$ cat config.mk
export PLATFORM = sky130hd
export DESIGN_NAME = dcm_lock_supervisor
export DESIGN_NICKNAME = d
export VERILOG_FILES = /design/src/rtl/clk_pkg.sv /design/src/rtl/sync_bit.sv /design/src/rtl/dcm_lock_supervisor.sv
export SDC_FILE = /design/constraint.sdc
export NUM_CORES = 1
export LEC_CHECK = 0
export ABC_AREA = 0
export CORE_MARGIN = 8
export CORE_UTILIZATION = 35
export CTS_BUF_LIST = sky130_fd_sc_hd__clkbuf_16
export DETAILED_ROUTE_END_ITERATION = 8
export GPL_ROUTABILITY_DRIVEN = 0
export SLEW_MARGIN = 20
export SYNTH_ARGS = -nofsm -noshare
export SYNTH_HDL_FRONTEND = slang
export SYNTH_SLANG_ARGS = --single-unit
$ cat constraint.sdc
create_clock -name BUS_CLK -period 2.21 [get_ports BUS_CLK]
set_input_delay 0.442 -clock BUS_CLK [delete_from_list [all_inputs] [get_ports BUS_CLK]]
set_output_delay 0.442 -clock BUS_CLK [all_outputs]
set_load 0.01 [all_outputs]
$ cat src/rtl/clk_pkg.sv
// rtl/clk_pkg.sv - shared clock-supervision types, saturation limit and helpers
package clk_pkg;

  typedef enum logic [1:0] {
    RST_DCM   = 2'd0,
    WAIT_LOCK = 2'd1,
    STABILIZE = 2'd2,
    RUN       = 2'd3
  } state_t;

  localparam logic [7:0] CNT_SAT = 8'd255;

  function automatic logic [7:0] sat_inc(input logic [7:0] v);
    return (v == CNT_SAT) ? v : v + 8'd1;
  endfunction

endpackage

$ cat src/rtl/sync_bit.sv
// rtl/sync_bit.sv - two-flop single-bit synchronizer with selectable reset value
module sync_bit #(
  parameter logic RST_VAL = 1'b0
) (
  input  logic clk,
  input  logic rst,
  input  logic d,
  output logic q
);

  logic meta_q;
  logic sync_q;

  always_ff @(posedge clk) begin
    if (rst) begin
      meta_q <= RST_VAL;
      sync_q <= RST_VAL;
    end else begin
      meta_q <= d;
      sync_q <= meta_q;
    end
  end

  assign q = sync_q;

endmodule

$ cat src/rtl/dcm_lock_supervisor.sv
// rtl/dcm_lock_supervisor.sv - DCM reset/lock sequencer with retry and loss counters
module dcm_lock_supervisor #(
  parameter int DCM_RST_CYCLES = 8,
  parameter int LOCK_TIMEOUT   = 65536,
  parameter int STABLE_CYCLES  = 1024
) (
  input  logic       BUS_CLK,
  input  logic       BUS_RST,
  input  logic       LOCKED,
  output logic       DCM_RST,
  output logic       SYS_RST,
  output logic       READY,
  output logic [7:0] RETRY_CNT,
  output logic [7:0] LOSS_CNT,
  input  logic       CLR_CNT
);
  import clk_pkg::*;

  localparam int MAX_A = (DCM_RST_CYCLES > LOCK_TIMEOUT) ? DCM_RST_CYCLES : LOCK_TIMEOUT;
  localparam int MAX_P = (MAX_A > STABLE_CYCLES) ? MAX_A : STABLE_CYCLES;
  localparam int CW    = $clog2(MAX_P + 1);

  localparam logic [CW-1:0] RST_LOAD     = CW'(DCM_RST_CYCLES - 1);
  localparam logic [CW-1:0] TIMEOUT_LOAD = CW'(LOCK_TIMEOUT - 1);
  // The WAIT_LOCK cycle that first sees lk counts toward the stable window.
  localparam logic [CW-1:0] STABLE_LOAD  = CW'(STABLE_CYCLES - 2);
  localparam logic [CW-1:0] ONE          = CW'(1);

  logic lk;

  sync_bit #(.RST_VAL(1'b0)) u_lock_sync (
    .clk (BUS_CLK),
    .rst (BUS_RST),
    .d   (LOCKED),
    .q   (lk)
  );

  state_t        state_q, state_d;
  logic [CW-1:0] cnt_q, cnt_d;
  logic [7:0]    retry_q, retry_d;
  logic [7:0]    loss_q, loss_d;
  logic          dcm_rst_q, dcm_rst_d;
  logic          sys_rst_q, sys_rst_d;
  logic          ready_q, ready_d;
  logic          retry_inc, loss_inc;

  always_comb begin
    state_d   = state_q;
    cnt_d     = cnt_q;
    retry_inc = 1'b0;
    loss_inc  = 1'b0;
    case (state_q)
      RST_DCM: begin
        if (cnt_q == '0) begin
          state_d = WAIT_LOCK;
          cnt_d   = TIMEOUT_LOAD;
        end else begin
          cnt_d = cnt_q - ONE;
        end
      end
      WAIT_LOCK: begin
        if (lk) begin
          state_d = STABILIZE;
          cnt_d   = STABLE_LOAD;
        end else if (cnt_q == '0) begin
          state_d   = RST_DCM;
          cnt_d     = RST_LOAD;
          retry_inc = 1'b1;
        end else begin
          cnt_d = cnt_q - ONE;
        end
      end
      STABILIZE: begin
        if (!lk) begin
          state_d = WAIT_LOCK;
          cnt_d   = TIMEOUT_LOAD;
        end else if (cnt_q == '0) begin
          state_d = RUN;
        end else begin
          cnt_d = cnt_q - ONE;
        end
      end
      RUN: begin
        if (!lk) begin
          state_d  = RST_DCM;
          cnt_d    = RST_LOAD;
          loss_inc = 1'b1;
        end
      end
      default: begin
        state_d = RST_DCM;
        cnt_d   = RST_LOAD;
      end
    endcase

    // Clear wins over a coincident increment.
    retry_d = CLR_CNT ? 8'd0 : (retry_inc ? sat_inc(retry_q) : retry_q);
    loss_d  = CLR_CNT ? 8'd0 : (loss_inc ? sat_inc(loss_q) : loss_q);

    dcm_rst_d = (state_d == RST_DCM);
    sys_rst_d = (state_d != RUN);
    ready_d   = (state_d == RUN);
  end

  always_ff @(posedge BUS_CLK) begin
    if (BUS_RST) begin
      state_q   <= RST_DCM;
      cnt_q     <= RST_LOAD;
      retry_q   <= 8'd0;
      loss_q    <= 8'd0;
      dcm_rst_q <= 1'b1;
      sys_rst_q <= 1'b1;
      ready_q   <= 1'b0;
    end else begin
      state_q   <= state_d;
      cnt_q     <= cnt_d;
      retry_q   <= retry_d;
      loss_q    <= loss_d;
      dcm_rst_q <= dcm_rst_d;
      sys_rst_q <= sys_rst_d;
      ready_q   <= ready_d;
    end
  end

  assign DCM_RST   = dcm_rst_q;
  assign SYS_RST   = sys_rst_q;
  assign READY     = ready_q;
  assign RETRY_CNT = retry_q;
  assign LOSS_CNT  = loss_q;

endmodule

==> results of run 1 <==
-- power groups by stage --
stage	Clock, mW	Sequential [mW]	Combinational [mW]
global placement	0	0.766	0.105
CTS	0.845	0.750	0.107
floorplan	0	0.763	0.0682
finish	0.824	0.751	0.108
global route	0.867	0.753	0.120
detailed placement	0	0.766	0.106
-- repair_timing --
action | in CTS | in global routing
setup buffers | 0 | 2
hold buffers | 0 | 0
resized for setup | 0 | 1
setup endpoints to repair | 0 | 6
-- cell families after synthesis --
kind of cell / share of synthesized area
and+or+nand+nor: 0.308
adders and majority gates: 0.0175
muxes: 0.00992
AOI/OAI and AO/OA: 0.200
DFF: 0.373
xor gates and xnor gates: 0.0572
buffers and inverters: 0.0344
-- layout make-up --
cell class	count	area, µm²
multi-input cells	202	1270
flip-flops and latches	40	801
clock buffers	5	125
fillers	596	3190
well taps	75	93.8
repair buffers	42	370
inverters	7	26.3
clock inverters	3	42.5
-- cells in the mapped netlist (2+ instances only) --
cell       count  area (µm²)
clkinv_1       2        7.51
inv_1          5        18.8
ha_1           3        37.5
nand4_1        3        18.8
o31ai_1        4        30.0
nand2_1       28         105
and3_1         6        37.5
nor2b_1        4        25.0
a221oi_1       2        17.5
or3_1          4        25.0
xor2_1         6        52.6
nor4_1         5        31.3
o21ai_0       17        85.1
o2bb2ai_1      2        17.5
nor3_1         9        45.0
nor3b_1        2        15.0
a41oi_1        2        17.5
a31oi_1        4        25.0
dfxtp_1       40         801
a21boi_0       2        15.0
nand3_1       13        65.1
nor2_1        23        86.3
and2_1         3        18.8
xnor2_1        8        70.1
or2_2          2        12.5
or4_1          2        15.0
a32o_1         2        20.0
clkbuf_1       9        33.8
nor4b_1        2        17.5
a21oi_1       17        85.1
o32a_1         2        20.0
nor4_4         2        42.5
o41ai_1        2        17.5
-- layout by cell type (no fill, tap or decap), types with 2 or more instances in the layout --
master,synthesis,final
and3_1,6,6
ha_1,3,3
clkdlybuf4s50_1,0,22
xnor2_1,8,8
nand3_1,13,13
nand2_1,28,28
inv_1,5,5
or3_1,4,4
a32o_1,2,2
or2_2,2,2
o32a_1,2,2
o2bb2ai_1,2,2
o21ai_0,17,17
xor2_1,6,6
o41ai_1,2,2
a31oi_1,4,4
nor4_4,2,2
a21oi_1,17,17
o31ai_1,4,4
clkinv_1,2,3
nor3b_1,2,2
a221oi_1,2,2
or4_1,2,2
dfxtp_1,40,40
nor4_1,5,5
nor4b_1,2,2
a21boi_0,2,2
buf_4,0,20
nand4_1,3,3
clkbuf_16,0,5
a41oi_1,2,2
nor2_1,23,23
and2_1,3,3
nor2b_1,4,4
nor3_1,9,9
-- stage by stage --
step                      setup slack [ns]  hold slack (ns)   util
final                                0.152            0.435  0.462
after global routing               0.00776            0.473  0.462
after global placement               0.177            0.418  0.430
after CTS                            0.109            0.436  0.458
after floorplan                     0.0788            0.414      -
after detailed placement             0.120            0.422  0.430
-- worst paths after layout --
check	depth (start not counted)	startpoint	end
max	8	cnt_q[1]	cnt_q[14]
min	1	u_lock_sync.meta_q	u_lock_sync.q
max reg2reg	8	cnt_q[1]	cnt_q[14]
min reg2reg	1	u_lock_sync.meta_q	u_lock_sync.q
-- worst max-delay path: stages, from the launching register on --
cell	delay [ns]
dfxtp_1	0.37
inv_1	0.06
ha_1	0.19
nor4b_4	0.15
buf_4	0.16
and4_2	0.28
a21oi_1	0.34
o21ai_0	0.17
a32o_1	0.23
-- registers in the layout (all words and copies together), names as in the netlist --
signal,count
cnt_q,17
LOSS_CNT,8
RETRY_CNT,8
state_q,2
DCM_RST,1
READY,1
SYS_RST,1
u_lock_sync.meta_q,1
u_lock_sync.q,1
-- layer usage --
metal | part of all wire | wire [µm]
met2 | 0.47 | 2620
met3 | 0.044 | 246
met1 | 0.47 | 2660
met4 | 0.018 | 100
met5 | 0 | 0
==> results.cfg, run 1 <==
[power_and_ir_drop]
clkPwrFrac = 0.490
p_sw_mw = 0.371
p_leak_nw = 0.954
combinationalPowerShare = 0.064
vdd_drop_max_uv = 351
power_mw = 1.68
p_sw_frac = 0.221
p_seq_frac = 0.446
power.density_nw_per_um2 = 616
p_int_mw = 1.31

[timing]
setup_viol_count_final = 0
tightest_slew_ns = 0.422
max_slew_margin = 0.715
period_share = 0.931
period_needed_ns = 2.06
rsz0062_at_grt = no
fin_setup_tns_ns = 0
finClkSkew_ns = 0.00578
hold_viol = 0
max_freq_mhz = 486
drv_slew = 0

[route]
wire_per_inst_um = 15.0
drtIter0Drc = 195
viasPerCell = 5.49
num_vias = 2055
dr.pass1.iters = 4
drc = 0
ant_nets = 0
drt_wl_total_mm = 5.62

[cells_and_area]
area_growth_pct = 27.4
nNetsFinal = 305
antennaDiodeCount = 0
final_cell_area_um2 = 2730
fin_cells = 374
drive_gt1_frac = 0.127

[place]
dpl.cell_count = 364
dpl.hpwl_mm = 4.15
dpl_cell_area_um2 = 2550
io_buffers = 22

[clock_tree]
cts_buffers = 5
cts_buffer_depth = 2
cts-root-buf = clkbuf_16
cts_tree = done
clock-sinks = 40
clk_pin_slew_ns = 0.06
cts_htree_levels = 2
clock_latency_ns = 0.28

[synthesis]
ys_warn_count = 0
syn_inst = 261
synth-seq-cells = 40
seq_area_frac_synth = 0.373
synth_ff_type = dfxtp_1
ys_async_sr_fraction = 0
netlist_area_um2 = 2140
synth_cell_types = 57
avgSynthCellArea_um2 = 8.22
synth-edff-count = 0
syn_nets = 268

[grt]
track_usage = 0.133
grt_use_met2 = 0.202
overflow = 0
grt_pass1_vias = 1939
grt_util_met1 = 0.172
grt_max_degree = 20
top_usage_layer = met2
grt_antenna_before_repair = 0
grt_pass1_wl_mm = 9.47
use_met3 = 0.0224

[floorplanning]
start_util = 0.362
rows = 28
io_pins = 23
die_w_um = 94.3
dieArea_um2 = 8890
core_area_um2 = 5920
die_y_um = 94.3

[setup_path]
criticalPathCategory = flip-flop to flip-flop
end_kind = flip-flop
cp.arrival_ns = 2.23
r2r_setup_slack_ns = 0.15
crit_required_ns = 2.39
worst-path-max-fanout = 10
start_kind = flip-flop

[status]
status = complete, no violations

[hold_path]
hp-class = flip-flop to flip-flop

[flow_run]
drv_cap = 0
Power figures use the tool's default switching activity.
==> run 2, diff against run 1 <==
--- a/config.mk
+++ b/config.mk
@@ -11,6 +11,7 @@
 export CTS_BUF_LIST = sky130_fd_sc_hd__clkbuf_16
 export DETAILED_ROUTE_END_ITERATION = 8
 export GPL_ROUTABILITY_DRIVEN = 0
+export PLACE_DENSITY = 0.64
 export SLEW_MARGIN = 20
 export SYNTH_ARGS = -nofsm -noshare
 export SYNTH_HDL_FRONTEND = slang
==> run 2 against run 1 <==
Compared with the run above: clock power grew 3.8%; flip-flop and latch count is the same; final cell count shrank 0.27%; routed wire length shrank 2.5%; combinational power is essentially flat; clock skew shrank 0.0029 ns; power grew 1.8%; via count shrank 0.68%; largest power group unchanged.
==> results.cfg, run 2 (synthesized netlist as in run 1, its figures left out) <==
[hold_path]
hp-class = flip-flop to flip-flop

[power_and_ir_drop]
power_mw = 1.71
power.density_nw_per_um2 = 625
vdd_drop_max_uv = 494
p_leak_nw = 0.953

[floorplanning]
io_pins = 23
die_w_um = 94.3
core_area_um2 = 5920
rows = 28
start_util = 0.362
dieArea_um2 = 8890
die_y_um = 94.3

[grt]
grt_antenna_before_repair = 0
track_usage = 0.132
grt_pass1_vias = 1982
overflow = 0
grt_max_degree = 21
grt_pass1_wl_mm = 9.61

[route]
drtIter0Drc = 195
dr.pass1.iters = 4
wire_per_inst_um = 14.7
viasPerCell = 5.47
num_vias = 2041
drc = 0
drt_wl_total_mm = 5.48
ant_nets = 0

[clock_tree]
cts-root-buf = clkbuf_16
cts_htree_levels = 2
clock_latency_ns = 0.29
cts_tree = done
cts_buffer_depth = 2
clock-sinks = 40
cts_buffers = 5
cts_hold_buffers = 0
clk_pin_slew_ns = 0.06

[setup_path]
criticalPathCategory = flip-flop to flip-flop
crit_required_ns = 2.43
start_kind = flip-flop
cp.arrival_ns = 2.32
end_kind = flip-flop
worst-path-max-fanout = 5

[cells_and_area]
postLayoutCoreUtil = 0.463
fillers = 587
nNetsFinal = 304
largest_reg_flops = 17
antennaDiodeCount = 0
final_cell_area_um2 = 2740
area_growth_pct = 27.8
drive_gt1_frac = 0.138
fin_cells = 373
top_register = cnt_q
final_cell_mix = dfxtp_1, nand2_1, nor2_1, clkdlybuf4s50_1, buf_4
layout_commonest_cell = dfxtp_1

[timing]
tightest_slew_ns = 0.605
hold_viol = 0
max_freq_mhz = 476
period_needed_ns = 2.10
rsz0062_at_grt = yes
drv_slew = 0
finClkSkew_ns = 0.00286
setup_viol_count_final = 0
fin_hold_ws_ns = 0.454
period_share = 0.950
max_slew_margin = 0.594

[place]
dpl.cell_count = 364
dpl_cell_area_um2 = 2550
dpl.hpwl_mm = 3.93
io_buffers = 22

[status]
status = complete, no violations

[flow_run]
drv_cap = 0
==> run 2: cell types whose count changed in the layout (fill, tap and decap cells not counted), sizes merged <==
cell,change
inv,+1
buf,-1
clkinv,-2
clkinvlp,+1
==> run 2: report_power, final <==
part | leakage [nW] | internal (mW) | switching, mW
clock network | 0.0804 | 0.537 | 0.319
logic | 0.549 | 0.0475 | 0.0600
registers | 0.323 | 0.734 | 0.0160
total | 0.953 | 1.32 | 0.395
==> run 2: layout make-up <==
| type | count | area (µm²) | area share |
|---|---|---|---|
| multi-input cells | 202 | 1280 | 0.468 |
| flip-flops and latches | 40 | 802 | 0.293 |
| repair buffers | 41 | 363 | 0.132 |
| clock buffers | 5 | 125 | 0.0457 |
| inverters | 7 | 26.3 | 0.00959 |
| well taps | 75 | 93.8 | 0.0342 |
| clock inverters | 3 | 46.3 | 0.0169 |
==> run 2: through the flow <==
stage / setup slack, ns / TNS (ns)
after global routing: -0.0210 / -0.0210
after detailed placement: 0.0944 / 0
after CTS: 0.0835 / 0
after global placement: 0.144 / 0
final: 0.110 / 0
after floorplan: 0.0788 / 0
==> run 2: worst max-delay path: stages (launching register included) <==
cell	delay (ns)
dfxtp_2	0.34
inv_1	0.06
ha_1	0.17
nor4b_4	0.35
nand4_2	0.20
or3_4	0.37
or4_1	0.41
a21oi_1	0.13
==> run 2: routing by layer <==
layer / global-route usage / wire length [µm]
met1: 0.178 / 2530
met2: 0.205 / 2520
met3: 0.0216 / 362
met4: 0.0515 / 68
met5: 0 / 0
==> run 2: final timing paths <==
path | slack [ns] | cells past startpoint | from | endpoint
worst max register to register | 0.11 | 7 | cnt_q[0] | RETRY_CNT[7]
worst min register to register | 0.45 | 1 | u_lock_sync.meta_q | u_lock_sync.q
worst max-delay path | 0.11 | 7 | cnt_q[0] | RETRY_CNT[7]
worst min-delay path | 0.45 | 1 | u_lock_sync.meta_q | u_lock_sync.q
==> run 2: timing repair <==
item | 4_1_cts | 5_1_grt
resized for setup | 0 | 5
setup buffers | 0 | 1
setup endpoints to repair | 0 | 7
